File: config.mk
export PLATFORM = sky130hd
export DESIGN_NAME = ysyx_22050039_ifu
export DESIGN_NICKNAME = d
export VERILOG_FILES = /design/src/rtl/ysyx_22050039_ifu_pkg.sv /design/src/rtl/ysyx_22050039_ifu_waitcnt.sv /design/src/rtl/ysyx_22050039_ifu.sv
export SDC_FILE = /design/constraint.sdc
export NUM_CORES = 1
export LEC_CHECK = 0
export CELL_PAD_IN_SITES_DETAIL_PLACEMENT = 0
export CELL_PAD_IN_SITES_GLOBAL_PLACEMENT = 1
export CORE_UTILIZATION = 30
export CTS_CLUSTER_SIZE = 40
export DETAILED_ROUTE_END_ITERATION = 12
export PLACE_DENSITY = 0.86
export REMOVE_ABC_BUFFERS = 1
export SLEW_MARGIN = 25
export SYNTH_ARGS = -nofsm -noshare
export SYNTH_HDL_FRONTEND = slang
export SYNTH_SLANG_ARGS = --single-unit
File: constraint.sdc
create_clock -name clk -period 4.4 [get_ports clk]
set_input_delay 1.1 -clock clk [delete_from_list [all_inputs] [get_ports clk]]
set_output_delay 1.1 -clock clk [all_outputs]
set_load 0.01 [all_outputs]
File: src/rtl/ysyx_22050039_ifu_pkg.sv
// Shared definitions for the instruction fetch unit and the decode/execute stages
// that consume its fault codes and reset address.
package ysyx_22050039_ifu_pkg;

   typedef enum logic [1:0] {
      S_REQ       = 2'd0,
      S_WAIT_RESP = 2'd1,
      S_HOLD      = 2'd2,
      S_WAIT_EXEC = 2'd3
   } ifu_state_e;

   typedef logic [1:0] fault_t;

   localparam fault_t FAULT_NONE     = 2'd0;
   localparam fault_t FAULT_MISALIGN = 2'd1;
   localparam fault_t FAULT_BUS      = 2'd2;
   localparam fault_t FAULT_TIMEOUT  = 2'd3;

   localparam logic [63:0] IFU_RESET_PC = 64'h8000_0000;
   localparam int          WAIT_CNT_W   = 9;

   function automatic logic pc_aligned(input logic [1:0] pc_lsb);
      return pc_lsb == 2'b00;
   endfunction

endpackage

File: src/rtl/ysyx_22050039_ifu_waitcnt.sv
// Response wait counter: counts idle WAIT_RESP cycles and flags when the limit is reached.
module ysyx_22050039_WaitCnt
   import ysyx_22050039_ifu_pkg::*;
#(
   parameter int TIMEOUT = 255
) (
   input  logic clk,
   input  logic rst,
   input  logic clear,
   input  logic enable,
   output logic expired
);

   logic [WAIT_CNT_W-1:0] cnt;

   // Saturates at the limit so expired stays asserted until the owner clears it.
   always_ff @(posedge clk) begin
      if (!rst || clear) begin
         cnt <= '0;
      end else if (enable && !expired) begin
         cnt <= cnt + 1'b1;
      end
   end

   assign expired = (cnt == WAIT_CNT_W'(TIMEOUT));

endmodule

File: src/rtl/ysyx_22050039_ifu.sv
// Instruction fetch unit: one outstanding imem request, holds the fetched word for decode,
// then waits for execute to report the next PC.
module ysyx_22050039_ifu
   import ysyx_22050039_ifu_pkg::*;
#(
   parameter int              XLEN     = 64,
   parameter logic [XLEN-1:0] RESET_PC = IFU_RESET_PC[XLEN-1:0],
   parameter int              TIMEOUT  = 255
) (
   input  logic            clk,
   input  logic            rst,
   output logic            imem_req_valid,
   input  logic            imem_req_ready,
   output logic [XLEN-1:0] imem_req_addr,
   output logic            imem_resp_ready,
   input  logic            imem_resp_valid,
   input  logic [31:0]     imem_resp_data,
   input  logic            imem_resp_err,
   output logic            inst_valid,
   input  logic            inst_ready,
   output logic [31:0]     inst,
   output logic [XLEN-1:0] inst_pc,
   output logic [1:0]      inst_fault,
   input  logic            exec_done,
   input  logic            exec_jump,
   input  logic [XLEN-1:0] exec_dnpc,
   output ifu_state_e      dbg_state
);

   // Handshakes (imem request, imem response, inst to decode): a transfer happens on a
   // posedge where valid and ready are both high; once valid rises it stays high with a
   // stable payload until that transfer. All valid/ready outputs are forced low while rst=0.

   ifu_state_e      state, next_state;
   logic [XLEN-1:0] pc;
   logic [31:0]     inst_r;
   fault_t          fault_r;
   logic            aligned;
   logic            timed_out;
   logic            req_fire, resp_fire, inst_fire;

   assign aligned   = pc_aligned(pc[1:0]);
   assign req_fire  = imem_req_valid && imem_req_ready;
   assign resp_fire = imem_resp_ready && imem_resp_valid;
   assign inst_fire = inst_valid && inst_ready;

   ysyx_22050039_WaitCnt #(
      .TIMEOUT(TIMEOUT)
   ) u_wait_cnt (
      .clk    (clk),
      .rst    (rst),
      .clear  (state != S_WAIT_RESP),
      .enable ((state == S_WAIT_RESP) && !imem_resp_valid),
      .expired(timed_out)
   );

   always_ff @(posedge clk) begin
      if (!rst) begin
         state <= S_REQ;
      end else begin
         state <= next_state;
      end
   end

   always_comb begin
      next_state = state;
      case (state)
         S_REQ: begin
            if (!aligned) begin
               next_state = S_HOLD;
            end else if (req_fire) begin
               next_state = S_WAIT_RESP;
            end
         end
         S_WAIT_RESP: begin
            // A response in the expiry cycle still wins over the timeout.
            if (resp_fire || timed_out) begin
               next_state = S_HOLD;
            end
         end
         S_HOLD: begin
            if (inst_fire) begin
               next_state = S_WAIT_EXEC;
            end
         end
         S_WAIT_EXEC: begin
            if (exec_done) begin
               next_state = S_REQ;
            end
         end
         default: next_state = S_REQ;
      endcase
   end

   always_comb begin
      imem_req_valid  = rst && (state == S_REQ) && aligned;
      imem_resp_ready = rst && (state == S_WAIT_RESP);
      inst_valid      = rst && (state == S_HOLD);
   end

   always_ff @(posedge clk) begin
      if (!rst) begin
         pc      <= RESET_PC;
         inst_r  <= '0;
         fault_r <= FAULT_NONE;
      end else begin
         case (state)
            S_REQ: begin
               if (!aligned) begin
                  inst_r  <= '0;
                  fault_r <= FAULT_MISALIGN;
               end
            end
            S_WAIT_RESP: begin
               if (resp_fire) begin
                  inst_r  <= imem_resp_data;
                  fault_r <= imem_resp_err ? FAULT_BUS : FAULT_NONE;
               end else if (timed_out) begin
                  inst_r  <= '0;
                  fault_r <= FAULT_TIMEOUT;
               end
            end
            S_WAIT_EXEC: begin
               if (exec_done) begin
                  pc <= exec_jump ? exec_dnpc : pc + XLEN'(4);
               end
            end
            default: ;
         endcase
      end
   end

   assign imem_req_addr = pc;
   assign inst          = inst_r;
   assign inst_pc       = pc;
   assign inst_fault    = fault_r;
   assign dbg_state     = state;

endmodule

* Word-level counts from Yosys, hierarchy flattened *
Index checks and enable logic that the tools add are counted.

word-level totals
  bits of input ports = 104
  flip-flop bits (word level) = 109

operators by class
  add/sub/neg operators = 2
  reductions and logical operators = 20
  mux-type cells = 16
  equality and inequality tests = 11

operators with widths
  cell                                            number
  2-to-1 mux 32 bit                               3
  adder 64 x 3 -> 64 bit (second input constant)  1
  2-to-1 mux 64 bit                               1
  one-hot mux 32 bit (2 select lines)             1
  2-to-1 mux 2 bit                                9
  adder 9 x 1 -> 9 bit (second input constant)    1
  == test 9 x 8 -> 1 bit (second input constant)  1
  logical AND 1 bit                               9
  != test 2 bit (second input constant)           4
  one-hot mux 2 bit (4 select lines)              1
  != test 3 bit (second input constant)           2
  == test 2 bit (second input constant)           2
  zero test 2 bit                                 2
  one-hot mux 2 bit (2 select lines)              1
  AND reduction 4 bit                             1
  zero test 1 bit                                 3
  AND reduction 3 bit                             1
  == test 2 x 1 -> 1 bit (second input constant)  1
  logical OR 1 bit                                2
  != test 2 x 1 -> 1 bit (second input constant)  1
  AND reduction 2 bit                             1
  nonzero test 2 bit                              1

* Depth between registers and ports, before layout *
  depth in word-level cells = 7
  gate-level depth with buffers = 11
  depth with buffers taken out = 10

* Hierarchy *
A second synthesis with hierarchy kept.

unflattened totals
  cell total of the unflattened synthesis = 840
  area total of the unflattened synthesis = 6468.7 µm²

modules (own cells, without submodules)
  module                 area each (µm²)  sequential area each (µm²)  instances  cells an instance
  ysyx_22050039_ifu      6027.0           2001.9                      1          791
  ysyx_22050039_WaitCnt  441.7            180.2                       1          49

* Least setup slack after synthesis *
Ideal clock, no wire load.

  path kind = input to output
  start point = input port rst
  end point = output port imem_req_valid
  required time = 3.300 ns
  slack = 1.485 ns
  data arrival time = 1.815 ns
  stages on the path = 3
  cells stage by stage = clkbuf_1 -> clkbuf_1 -> and3_1

between the ends
  word-level cells in the longest chain between the ends = 2

ends and longest elaborated chain
  element                         line                     text
  from (decl)                     ysyx_22050039_ifu.sv:11  input logic rst,
  logical AND 1 bit (2 in a row)  ysyx_22050039_ifu.sv:96  imem_req_valid = rst && (state == S_REQ) && aligned;
  to (decl)                       ysyx_22050039_ifu.sv:12  output logic imem_req_valid,

Every way passes these cells.

* Worst setup path in the final report *
Ends and elaborated chain as after synthesis.

==> reports/qor.yml <==
status: "finished clean"
gr-usage-all-layers: 0.207
numCtsBuffers: 9
critPathKind: "in2out"
vias: 7024
fin_skew_ns: 0.0115
synth_area_leader_cell: "dfxtp_1"
hold_buffers: 0
crit_end: "imem_req_valid"
yosys_warnings: 0
post-dp-hpwl_um: 16600
first_pass_iters: 7
synth_xor_area_frac: 0.00944
grt_start_max_net_pins: 91
tns_ns: 0
final-hold-violation-count: 0
min_path_type: "reg2reg"
avgViaCountPerCell: 5.36
fin_crit_ns: 3.62
peakVddDrop_v: 0.000331
die_x_um: 149
synth_top_area_frac: 0.336
grt_pass1_vias: 6522
rsz0062_at_grt: "no"
cp-end-kind: "output port"
layout_setup_ws_ns: 0.784
synthMuxAreaShare: 0.0156
async_reset_ff_frac: 0
r2r-start: "imem_req_addr[2]"
path_max_fanout: 4
root_buffer: "clkbuf_16"
r2r_slack_ns: 1.35
ant_nets: 0
synthAdderAreaFrac: 0.0154
routabilityCongestion: 0.846
power.density_nw_per_um2: 268
synthCells: 850
place_ws_ns: 0.782
critPathLaunchType: "primary input"
port_buffers: 270
antenna_found_initial: 1
yosysMostFrequentCell: "dfxtp_1"
tightest_slew_ns: 0.890
clock_latency_ns: 0.36
avgSynthCellArea_sq_um: 7.64
worstPathArrival_ns: 2.52
grt_pass1_wl_um: 36000
synth_ff_type: "dfxtp_1"
drc: 0
syn_to_final_growth_pct: 42.9
clock-sinks: 109
fin_crit_sh: 0.822
synth_compound_area_frac: 0.244
critical_path_required_ns: 3.30
start_util: 0.307
path_clk_slew_ns: 0.07
yosysSeqAreaShare: 0.336
r2r-end: "imem_req_addr[54]"
slew_headroom: 0.407
coreArea_sq_um: 21200
critPathLaunch: "rst"
clockBufferDepth: 2
synth_edf_count: 0
drt-wirelength-per-cell_um: 17.6
dieArea_sq_um: 22200
die_h_um: 149
synth.distinct_cells: 67
fmax_mhz: 277
p_leak_nw: 3.08
cts_resized: 0
cap_violations: 0
post-cts-setup-buffer-count: 0
cts_tree: "done"
syn_area_sq_um: 6490
drive_gt1_frac: 0.0513
fin_nets: 1141
setup-violations-final: 0
drt_iter0_drc: 378
io_pins: 271
wl_um: 23000
min_from: "u_wait_cnt.cnt[8]"
synth_top_family_by_area: "simple AND/OR/NAND/NOR gates"
synth_common_cells: "dfxtp_1 (109), nor2_1 (102), nand2_1 (82)"
synth-simple-area-share: 0.263
rows: 53
reg2reg_depth: 6
ctsHtreeMaxLevel: 3
synth_area_leaders: "dfxtp_1 (34%), buf_4 (7.4%), nor2_1 (5.9%)"
report.final.slew_viol_count: 0
ys_seq_elements: 109
grt-ovfl-total: 0
-- cell families after synthesis --
family          Yosys count
buf+inv                 137
fa+ha+maj                 8
xor+xnor                  7
mux                      10
compound gates          238
flops                   109
simple gates            341
-- worst max-delay path, cell delays in order --
cell and delay, ns:
clkdlybuf4s50_1 0.66, and3_1 0.22, clkdlybuf4s50_1 0.54
-- per-stage QoR --
step / cell area (sq um) / total power [mW] / util / hold WS [ns] / std cells
3_3_place_gp: 8980 / 1.68 / 0.424 / 0.480 / 1293
2_1_floorplan: 5800 / 1.34 / - / 0.472 / 732
6_report: 9280 / 2.49 / 0.439 / 0.499 / 1310
5_1_grt: 9280 / 2.62 / 0.439 / 0.524 / 1309
4_1_cts: 9270 / 2.51 / 0.438 / 0.501 / 1309
3_5_place_dp: 8980 / 1.68 / 0.424 / 0.490 / 1293
-- layout make-up --
class,count,area [sq um]
fillers,2137,11900
multi-input cells,604,3570
repair buffers,286,2820
flip-flops and latches,109,2180
well taps,275,344
clock buffers,10,239
inverters,19,71.3
clock inverters,6,55.1
diodes,1,2.50
-- worst min path at each step --
| stage | to | slack, ns | depth (start not counted) |
|---|---|---|---|
| floorplan | u_wait_cnt.cnt[4] | 0.47 | 2 |
| global placement | inst_fault[1] | 0.48 | 1 |
| detailed placement | inst_fault[1] | 0.49 | 1 |
| CTS | u_wait_cnt.cnt[8] | 0.50 | 2 |
| global route | u_wait_cnt.cnt[8] | 0.52 | 2 |
| finish | u_wait_cnt.cnt[8] | 0.50 | 2 |
-- where the power goes --
group / total, mW / switching [mW] / internal, mW
sequential: 1.07 / 0.0460 / 1.02
clock: 0.833 / 0.421 / 0.412
combinational: 0.587 / 0.307 / 0.280
-- registers in the layout (all words and copies together), names as in the netlist --
signal / flops
inst_fault: 2
dbg_state: 2
inst: 32
imem_req_addr: 64
u_wait_cnt.cnt: 9
-- cells in the final DEF (no fill, tap or decap), types with 6 or more instances in the layout --
cell and n:
dfxtp_1 109, clkdlybuf4s50_1 269, clkbuf_16 9, nor4_1 13, a22oi_1 42, nand2_1 81
and3_1 19, buf_4 17, and4_1 6, a211oi_1 6, ha_1 8, o21ai_0 44
o31ai_1 6, inv_1 17, mux2i_1 9, nand3_1 43, nor3_1 16, nand4_1 25
o22ai_1 7, nor2_1 101, a31oi_1 15, a32o_1 7, o211ai_1 7, xor2_1 6
a21oi_1 58
-- layer usage --
layer	up-vias	global-route usage	routed length, um
met4	2	0.0515	346
met1	3282	0.269	10000
met5	-	0	13
li1	3417	-	-
met2	293	0.327	10600
met3	30	0.0682	2020
Note: power is estimated with default switching activity, not from simulation.
